File: src/rtl/debounce_pkg.sv
// Shared state encoding for the key debouncer.
package debounce_pkg;

  localparam int STATE_W = 2;

  typedef enum logic [STATE_W-1:0] {
    S_LO    = 2'd0,
    S_LO2HI = 2'd1,
    S_HI    = 2'd2,
    S_HI2LO = 2'd3
  } state_e;

endpackage

File: src/rtl/sync_ff.sv
// SYNC_STAGES-deep flop chain that brings an asynchronous level into the clk domain.
module sync_ff #(
  parameter int SYNC_STAGES = 2
) (
  input  logic clk,
  input  logic rstn,
  input  logic d_i,
  output logic q_o
);

  logic [SYNC_STAGES-1:0] sync_q;

  always_ff @(posedge clk) begin
    if (!rstn) begin
      sync_q <= '0;
    end else begin
      sync_q <= {sync_q[SYNC_STAGES-2:0], d_i};
    end
  end

  assign q_o = sync_q[SYNC_STAGES-1];

endmodule

File: src/rtl/key_debounce.sv
// Synchronise and debounce a raw button level into a clean registered key_out.
// Define DEBOUNCE_EDGE_EN to add the one-cycle key_rise/key_fall pulses.
module key_debounce
  import debounce_pkg::*;
#(
  parameter int CNT_MAX     = 1_000_000,
  parameter int CNT_W       = 20,
  parameter int SYNC_STAGES = 2
) (
  input  logic               clk,
  input  logic               rstn,
  input  logic               key_in,
  output logic [STATE_W-1:0] state_o,
  output logic               key_out
`ifdef DEBOUNCE_EDGE_EN
  ,
  output logic               key_rise,
  output logic               key_fall
`endif
);

  localparam logic [CNT_W-1:0] CNT_LAST = CNT_W'(CNT_MAX - 1);

  logic             key_sync;
  state_e           state_q, state_d;
  logic [CNT_W-1:0] cnt_q, cnt_d;
  logic             key_out_q, key_out_d;
`ifdef DEBOUNCE_EDGE_EN
  logic             rise_q, rise_d;
  logic             fall_q, fall_d;
`endif

  sync_ff #(
    .SYNC_STAGES(SYNC_STAGES)
  ) u_sync (
    .clk (clk),
    .rstn(rstn),
    .d_i (key_in),
    .q_o (key_sync)
  );

  always_ff @(posedge clk) begin
    if (!rstn) begin
      state_q   <= S_LO;
      cnt_q     <= '0;
      key_out_q <= 1'b0;
    end else begin
      state_q   <= state_d;
      cnt_q     <= cnt_d;
      key_out_q <= key_out_d;
    end
  end

`ifdef DEBOUNCE_EDGE_EN
  always_ff @(posedge clk) begin
    if (!rstn) begin
      rise_q <= 1'b0;
      fall_q <= 1'b0;
    end else begin
      rise_q <= rise_d;
      fall_q <= fall_d;
    end
  end
`endif

  // The counter only runs while key_sync disagrees with key_out; any return restarts it.
  always_comb begin
    state_d   = state_q;
    cnt_d     = cnt_q;
    key_out_d = key_out_q;
`ifdef DEBOUNCE_EDGE_EN
    rise_d    = 1'b0;
    fall_d    = 1'b0;
`endif
    case (state_q)
      S_LO: begin
        if (key_sync) begin
          state_d = S_LO2HI;
          cnt_d   = '0;
        end
      end
      S_LO2HI: begin
        if (!key_sync) begin
          state_d = S_LO;
          cnt_d   = '0;
        end else if (cnt_q == CNT_LAST) begin
          state_d   = S_HI;
          cnt_d     = '0;
          key_out_d = 1'b1;
`ifdef DEBOUNCE_EDGE_EN
          rise_d    = 1'b1;
`endif
        end else begin
          cnt_d = cnt_q + CNT_W'(1);
        end
      end
      S_HI: begin
        if (!key_sync) begin
          state_d = S_HI2LO;
          cnt_d   = '0;
        end
      end
      S_HI2LO: begin
        if (key_sync) begin
          state_d = S_HI;
          cnt_d   = '0;
        end else if (cnt_q == CNT_LAST) begin
          state_d   = S_LO;
          cnt_d     = '0;
          key_out_d = 1'b0;
`ifdef DEBOUNCE_EDGE_EN
          fall_d    = 1'b1;
`endif
        end else begin
          cnt_d = cnt_q + CNT_W'(1);
        end
      end
      default: begin
        state_d   = S_LO;
        cnt_d     = '0;
        key_out_d = 1'b0;
      end
    endcase
  end

  assign state_o = state_q;
  assign key_out = key_out_q;
`ifdef DEBOUNCE_EDGE_EN
  assign key_rise = rise_q;
  assign key_fall = fall_q;
`endif

endmodule

File: config.mk
export PLATFORM = sky130hd
export DESIGN_NAME = key_debounce
export DESIGN_NICKNAME = d
export VERILOG_FILES = /design/src/rtl/debounce_pkg.sv /design/src/rtl/sync_ff.sv /design/src/rtl/key_debounce.sv
export SDC_FILE = /design/constraint.sdc
export NUM_CORES = 1
export LEC_CHECK = 0
export CAP_MARGIN = 0
export CORE_UTILIZATION = 40
export CTS_CLUSTER_SIZE = 16
export DETAILED_ROUTE_END_ITERATION = 10
export PLACE_DENSITY = 0.61
export SYNTH_ARGS = -nofsm -noshare
export SYNTH_HDL_FRONTEND = slang
export SYNTH_SLANG_ARGS = --single-unit
File: constraint.sdc
create_clock -name clk -period 1.7 [get_ports clk]
set_input_delay 0.17 -clock clk [delete_from_list [all_inputs] [get_ports clk]]
set_output_delay 0.17 -clock clk [all_outputs]
set_load 0.03 [all_outputs]
# After elaboration in Yosys (flattened, before gate mapping)
# Cells that the tools add are included.
# totals
reg_bits,25
inputBits,3
out_inout_bits,3
wordCells,40
# op_classes
n_addsub,1
eq_ne,12
n_mux,18
reduce_logical,5
# op_table
cell,n
2-to-1 mux 20 bit,5
case mux 20 bit (4 select lines),1
adder 20 x 1 -> 20 bit (second input constant),1
== test 20 bit (second input constant),1
2-to-1 mux 2 bit,6
inequality test 2 bit (second input constant),4
case mux 2 bit (4 select lines),1
AND reduction 5 bit,1
== test 2 bit (second input constant),2
2-to-1 mux 1 bit,4
inequality test 2 x 1 -> 1 bit (second input constant),2
AND reduction 4 bit,1
inequality test 3 x 2 -> 1 bit (second input constant),1
inequality test 3 bit (second input constant),1
== test 2 x 1 -> 1 bit (second input constant),1
zero test 2 bit,1
case mux 1 bit (2 select lines),1
AND reduction 2 bit,1
nonzero test 2 bit,1

# Longest topological paths before layout
# Gate-level depths: netlist (run 1).
# depth
word_depth,4
ltp_mapped,7
ltp_nobuf,6

# By module
# A second synthesis (run 1) with hierarchy kept.
# hier_totals
hier_cells,158
hier_area_um2,1322.5
# modules_own_cells
mod,n_inst,cells_per_inst,area_per_inst_um2,seq_area_each_um2
key_debounce,1,154,1270.0,460.4
sync_ff,1,4,52.6,40.0

# Worst setup path before layout (run 1)
# Ideal clock, no wire load.
# synth_path
path_kind,flip-flop to flip-flop
from,register cnt_q[0]
to,register cnt_q[12]
setup_ns,0.062
t_arrival_ns,1.710
required_time_ns,1.638
setup_slack_ns,-0.071
path_stages_with_launch,7
n_path_buf,0
synth_period_minus_slack_ns,1.771
cell_sequence,dfxtp_1 ha_1 and4_1 and4_4 a211o_1 or3_1 nand3_1
# synth_between
elab_chain_cells,4
word_cells_on_any_way,6
cone_classes,1 x add/sub; 1 x eq/ne; 4 x mux
# synth_rtl
item,line_no,source
from (decl),key_debounce.sv:26,"logic [CNT_W-1:0] cnt_q, cnt_d;"
from (signal assigned),key_debounce.sv:49,cnt_q <= cnt_d;
adder 20 x 1 -> 20 bit / == test 20 bit (equally long branches),--,
2-to-1 mux 20 bit (*),"key_debounce.sv:86, key_debounce.sv:107",
2-to-1 mux 20 bit (on tied branches),"key_debounce.sv:104, key_debounce.sv:83",
case mux 20 bit (4 select lines) (*),key_debounce.sv:75,case (state_q)
# Every way passes the cells marked *; elsewhere a longest branch is shown, timed or not.
# A chain may end at the register's enable or synchronous reset.

# Worst setup path after layout (run 1)
# layout_path
from,register cnt_q[1]
to,register cnt_q[2]
# The elaborated chain is that of the path after synthesis.

==> results of run 1 <==
==> per-stage QoR <==
stage               setup TNS [ns]  setup slack (ns)  utilization (%)  cell area [sq um]  hold WS [ns]
finish                     -0.0470           -0.0261             58.5               1800         0.415
floorplan                        0            0.0223                -               1320         0.297
detailed placement         -0.0756           -0.0422             51.1               1570         0.430
global placement          -0.00444          -0.00444             51.1               1570         0.418
global route                -0.732           -0.0814             58.5               1800         0.421
CTS                        -0.0162          -0.00888             53.4               1640         0.409
==> sequential cells by signal, indices dropped and copies added, names as in the netlist, named ones only <==
name           flops
cnt_q             20
key_out            1
state_o            1
u_sync.sync_q      2
==> kinds of logic after synthesis <==
family | synth area share, %
AOI/OAI and AO/OA | 21.7
xor gates and xnor gates | 2.58
adders and majority gates | 0.955
buffers and inverters | 4.01
DFF | 38.2
muxes | 3.06
and+or+nand+nor | 29.5
==> worst max path at each step <==
stage / endpoint / slack (ns) / depth (start not counted)
2_1_floorplan: cnt_q[12] / 0.02 / 6
3_3_place_gp: cnt_q[18] / -0.004 / 7
3_5_place_dp: cnt_q[18] / -0.04 / 7
4_1_cts: cnt_q[2] / -0.009 / 7
5_1_grt: cnt_q[19] / -0.08 / 8
6_report: cnt_q[2] / -0.03 / 8
==> cell usage after synthesis (2+ instances only) <==
library cell,number
nand2_1,19
mux2i_1,4
a31o_2,2
and2_1,4
clkbuf_1,2
inv_1,3
nor2b_1,3
a41oi_1,3
xor2_1,2
o21ai_0,7
nor4_1,2
nand2b_1,3
nor2_1,5
nand3_1,10
dfxtp_1,25
a31oi_1,13
clkbuf_2,2
a21oi_1,9
nor3_1,3
nand4_1,4
nor4b_1,2
==> final cells by class <==
type / count / area [sq um]
fillers: 276 / 1280
multi-input cells: 117 / 856
flip-flops and latches: 25 / 510
repair buffers: 36 / 342
well taps: 44 / 55.1
clock buffers: 4 / 26.3
inverters: 3 / 11.3
==> cell usage in the layout (no fill, tap or decap), types with 2 or more instances in the layout <==
cell type,instances
a21oi_1,6
a21oi_2,3
a31o_2,2
a31oi_1,12
a41oi_1,2
and2_1,4
and4_4,2
buf_4,25
buf_6,3
clkbuf_16,2
clkbuf_4,3
clkdlybuf4s50_1,5
dfxtp_1,17
dfxtp_2,8
inv_1,3
mux2i_1,4
nand2_1,18
nand2_2,2
nand2b_1,2
nand3_1,9
nand3_2,2
nand4_1,4
nor2_1,5
nor2b_1,3
nor3_2,2
nor4b_2,2
o21ai_0,6
xor2_1,2
==> what timing repair did <==
| item | in CTS | in global routing |
|---|---|---|
| buffers inserted | 0 | 4 |
| hold buffers | 0 | 0 |
| setup endpoints to repair | 8 | 19 |
| gates resized for setup | 8 | 20 |
| pin swaps | 2 | 5 |
| gates cloned | 0 | 3 |
==> layer usage <==
| layer | vias to the layer above | global-route usage [%] |
|---|---|---|
| li1 | 634 | - |
| met1 | 614 | 26.5 |
| met2 | 46 | 35.0 |
| met3 | 11 | 2.84 |
| met4 | 0 | 8.16 |
| met5 | - | 0 |
==> power by group through the flow <==
stage	Sequential, mW	Clock, mW	Combinational, mW
finish	0.591	0.267	0.0428
global route	0.592	0.295	0.0465
floorplan	0.605	0	0.0219
CTS	0.592	0.279	0.0395
detailed placement	0.605	0	0.0390
global placement	0.604	0	0.0382
==> key figures, run 1 <==
Status
  • Status: complete, but fails checks
  • Failing checks: setup timing

Floorplan
  • Die Y: roughly 59 um
  • # IOs: 6
  • Core Region: 3080 sq um
  • Initial Utilization: 42.6%
  • Die W: 59.2 um
  • Row count: 20
  • DIE AREA: 3510 sq um

Timing
  • Skew final: between 0.003 and 0.004 ns
  • Fin crit period: 1.73 ns
  • Slew @ Worst Pin: 0.437 ns
  • Period utilisation layout: 102%
  • Finish-stage setup viols: 3
  • RSZ-0062 raised after global routing: true
  • Maximum clock frequency: 0.579 GHz
  • Slew HR: 70.8%
  • Fin. Hold Viols: 0
  • Final Max Slew Viols: 0
  • Worst Setup Slack, final: -0.0261 ns

Critical path
  • CP max stage delay: roughly 0.36 ns
  • Cells along the critical path: ha_4 -> and4_4 -> and4_4 -> a211oi_4 -> buf_6 -> clkbuf_16 -> a21oi_1 -> a31oi_1
  • Critical-path top delay cell: dfxtp_2
  • CP Data Required Time: between 1.5 and 2 ns
  • CP bufs+invs: 2
  • Critical Path Start: cnt_q[1]
  • Crit path top cell by count: and4_4
  • Critical-path maximum fanout: 6
  • Crit Path Category: reg2reg
  • Top Family by Delay on Critical Path: compound AO/OA/AOI/OAI gates
  • R2R Path Start: cnt_q[1]
  • R2r setup slk: -0.03 ns
  • Worst-case reg-to-reg path depth: 8
  • Crit end category: register
  • Critical Path Start Type: register
  • Worst EP arrival: 1.96 ns
  • Reg2reg end: cnt_q[2]

Cells and area
  • Nets: 190
  • Ant. Diodes: 0
  • Share of cells above drive strength 1: 38.4%
  • Final Non-Filler Cells: 229
  • Synthesis-to-finish area growth: 37.4%

Yosys
  • Async S/R FF share, synth: 0%
  • Register area share after synthesis: 38.2%
  • Area share of the largest cell type after synthesis: 38.2%
  • Cell Area, Synth: around 1300 sq um
  • Synth area leaders: dfxtp_1 (38%), a31oi_1 (6.2%), nand2_1 (5.4%)
  • Syn_area_per_cell: 8.62 sq um
  • Warnings, synthesis: 0
  • Number of synthesized flops with an enable pin: 0
  • Synth cell types: 46
  • Post-Synthesis Cells: 152
  • Synthesized flop and latch total: 25
  • Yosys top cell by area: dfxtp_1
  • Top_reg_cell synth: dfxtp_1
  • Mapped Nets: 156

Placed design
  • Port Buffers: 5
  • DP HPWL: 2270 um
  • Placer Congestion: about 0.84
  • Placed cells: 218

GRT
  • Largest net degree at the start of global routing: 25
  • Gr ovfl total: 0
  • First-pass GRT wire length: 5620 um
  • Initial antenna violation count: 0
  • GRT Overall Usage: ~21%
  • Vias in the first global route: between 1k and 1.5k

Power
  • P_int: 698 uW
  • Final Power: 901 uW
  • PwrDens: approximately 500 nW/um^2
  • Register share of total power: ~66%
  • Static Leak: approximately 0.64 nW
  • Net switching power: slightly above 200 uW
  • Comb power frac: 4.7%
  • Clk pwr share: roughly 30%
  • Switching Fraction: ~23%
  • Peak VDD IR: between 0.4 and 0.5 mV

Detailed routing
  • DR top layer: met4
  • WL met3: 154 um
  • Metal2 WL: roughly 1700 um
  • Routed Antenna Nets: 0
  • DR pass1 iterations: 4
  • Met1 WL: 1510 um
  • Routed WL per cell: 15.1 um
  • Vias per std cell: 5.70
  • Vias: 1305
  • Starting DRT DRC Count: 38
  • Remaining DRCs: 0
  • Final WL: about 3500 um

Clocking
  • Deepest clock path buffer count: 2
  • CTS tree: done
  • H-tree Lvls: 1
  • CTS Root Cell: clkbuf_4
  • CTS Sinks: 25
  • Clock Latency Late Sink: approximately 0.31 ns
  • Clk slew on worst S/H paths: about 0.13 ns
  • Cts bufs inserted: 3

Min path
  • Hold Path Sink: u_sync.sync_q[0]
  • Hold Crit Start: key_in
  • Hold path depth: 2
  • Hold Crit Class: in2reg

Flow run
  • Number of max-cap violations: 0
No activity file was read; power rests on OpenSTA's default activity.
==> inputs of run 2 (changes only) <==
--- a/config.mk
+++ b/config.mk
@@ -6,10 +6,12 @@
 export NUM_CORES = 1
 export LEC_CHECK = 0
 export CAP_MARGIN = 0
+export CELL_PAD_IN_SITES_DETAIL_PLACEMENT = 0
+export CELL_PAD_IN_SITES_GLOBAL_PLACEMENT = 1
 export CORE_UTILIZATION = 40
 export CTS_CLUSTER_SIZE = 16
 export DETAILED_ROUTE_END_ITERATION = 10
-export PLACE_DENSITY = 0.61
+export PLACE_DENSITY = 0.75
 export SYNTH_ARGS = -nofsm -noshare
 export SYNTH_HDL_FRONTEND = slang
 export SYNTH_SLANG_ARGS = --single-unit
==> key figures, run 2 (same netlist as run 1, synthesis figures left out) <==
Status
  • Status: complete, but fails checks
  • Failing checks: setup timing

Critical path
  • Critical-path maximum fanout: 11 (+5)
  • Critical Path Start: cnt_q[1]
  • Crit Path Category: reg2reg
  • Worst EP arrival: 1.97 ns (about the same)
  • Critical Path Start Type: register
  • Crit end category: register
  • R2R Path Start: cnt_q[1]
  • CP Data Required Time: 1.97 ns (+0.04 ns)

Placed design
  • DP HPWL: 2270 um (-0.22%)
  • Post-place instance area: 1570 sq um (-0.32%)
  • Placer Congestion: 0.842 (-0.33%)
  • Port Buffers: 5 (unchanged)

Timing
  • Final Max Slew Viols: 0 (unchanged)
  • Slew HR: 73.0% (+2.2 points)
  • Skew final: 0.00795 ns (+0.00484 ns)
  • Period utilisation layout: 100% (-1.3 points)
  • Maximum clock frequency: 0.587 GHz (+1.3%)
  • RSZ-0062 raised after global routing: true
  • Fin. Hold Viols: 0 (unchanged)
  • Fin crit period: 1.70 ns (-0.0221 ns)
  • Finish-stage setup viols: 1 (-2)
  • Worst Setup Slack, final: -0.00402 ns (+0.0221 ns)
  • Slew @ Worst Pin: 0.404 ns (-0.0334 ns)
  • Hold Slack: 0.405 ns (-0.00984 ns)
  • Setup TNS: -0.00402 ns (+0.0430 ns)

GRT
  • M1 GR Usage: 29.4% (+2.9 points)
  • First-pass GRT wire length: 5250 um (-6.6%)
  • Vias in the first global route: 1115 (-14%)
  • Initial antenna violation count: 0 (unchanged)
  • Largest net degree at the start of global routing: 15 (-40%)
  • Layer carrying the most global-route usage: met2
  • Met2 usage: 29.5% (-5.5 points)
  • Gr ovfl total: 0 (unchanged)
  • M3 GR Usage: 1.97% (-0.87 points)
  • GRT Overall Usage: 19.8% (-0.92 points)

Cells and area
  • Largest regs: cnt_q x20, u_sync.sync_q x2
  • Most common library cell in the layout ignoring fill and taps: buf_4
  • Final Instance Area: 1690 sq um (-6.3%)
  • Top reg by flops: cnt_q
  • Most frequent cells in the layout: buf_4 (24), nand2_1 (19), dfxtp_1 (18)
  • Ant. Diodes: 0 (unchanged)
  • Share of cells above drive strength 1: 32.2% (-6.2 points)
  • Nets: 185 (-2.6%)
  • Synthesis-to-finish area growth: 28.7%
  • Finished Core Util: 54.8% (-3.7 points)
  • Largest register FFs: 20 (unchanged)

Detailed routing
  • Routed Antenna Nets: 0 (unchanged)
  • Vias: 1247 (-4.4%)
  • Routed WL per cell: 13.7 um (-9.4%)
  • Final WL: 3060 um (-11%)
  • Remaining DRCs: 0 (unchanged)
  • DR pass1 iterations: 4 (unchanged)
  • Vias per std cell: 5.57 (-2.3%)
  • Starting DRT DRC Count: 41 (+7.9%)

Power
  • Static Leak: 0.626 nW (-1.5%)
  • Peak VDD IR: 0.320 mV (-22%)
  • PwrDens: 541 nW/um^2 (+8.0%)
  • Final Power: 912 uW (+1.1%)

Floorplan
  • Core Region: 3080 sq um (unchanged)
  • # IOs: 6 (unchanged)
  • Initial Utilization: 42.6% (unchanged)
  • Row count: 20 (unchanged)
  • Die Y: 59.2 um (unchanged)
  • DIE AREA: 3510 sq um (unchanged)
  • Die W: 59.2 um (unchanged)

Clocking
  • Deepest clock path buffer count: 2 (unchanged)
  • Clk slew on worst S/H paths: 0.15 ns (+0.02 ns)
  • Clock Latency Late Sink: 0.33 ns (+0.02 ns)
  • H-tree Lvls: 1 (unchanged)
  • Cts bufs inserted: 3 (unchanged)
  • CTS Root Cell: clkbuf_4
  • CTS tree: done
  • CTS Sinks: 25 (unchanged)

Flow run
  • Number of max-cap violations: 0 (unchanged)

Min path
  • Hold Crit Start: key_in
  • Hold Crit Class: in2reg
==> run 2: cell count changes in the layout (fill, tap and decap cells not counted), sizes merged <==
cell           change
clkdlybuf4s50      -1
dlymetal6s2s       +1
clkinv             +1
clkbuf             -3
buf                -3
==> run 2: area by class of cell <==
class	count	area, sq um
Inverter	3	11.3
Multi-Input combinational cell	117	828
Timing Repair Buffer	31	255
Sequential cell	25	509
Fill cell	292	1390
Clock buffer	3	22.5
Clock inverter	1	5.00
Tap cell	44	55.1
==> run 2: per-layer routing <==
| layer | part of all wire [%] | vias up |
|---|---|---|
| met1 | 48 | 594 |
| li1 | - | 624 |
| met3 | 4.2 | 5 |
| met5 | 0 | - |
| met4 | 1.5 | 0 |
| met2 | 47 | 24 |
==> run 2: what timing repair did <==
item | CTS | global route
buffers inserted | 0 | 1
hold buffers | 0 | 0
gates resized for setup | 5 | 17
pin swaps | 2 | 8
setup endpoints to repair | 4 | 18
==> run 2: metrics by stage <==
stage / instances / setup WS, ns
2_1_floorplan: 152 / 0.0223
3_3_place_gp: 219 / -0.0167
3_5_place_dp: 219 / -0.00483
4_1_cts: 223 / 0.000314
5_1_grt: 224 / -0.0856
6_report: 224 / -0.00402
==> run 2: path summary, 6_finish.rpt <==
check | cells after the start | to | slack [ns]
worst min register to register | 1 | u_sync.sync_q[1] | 0.45
worst max-delay path | 7 | cnt_q[11] | -0.004
worst min-delay path | 2 | u_sync.sync_q[0] | 0.41
worst max register to register | 7 | cnt_q[11] | -0.004
==> run 2: worst max-delay path, stage by stage (launching register included) <==
cell and delay [ns]:
dfxtp_2 0.36, ha_4 0.16, and4_4 0.19, and4_4 0.19, a211oi_4 0.28, buf_6 0.19
o21ai_0 0.09, a31oi_1 0.18
==> run 2: where the power goes <==
group,internal [mW],leakage [nW],total (mW),switching (mW)
clock,0.0884,0.0177,0.280,0.192
combinational,0.0158,0.403,0.0396,0.0238
sequential,0.589,0.205,0.592,0.00298
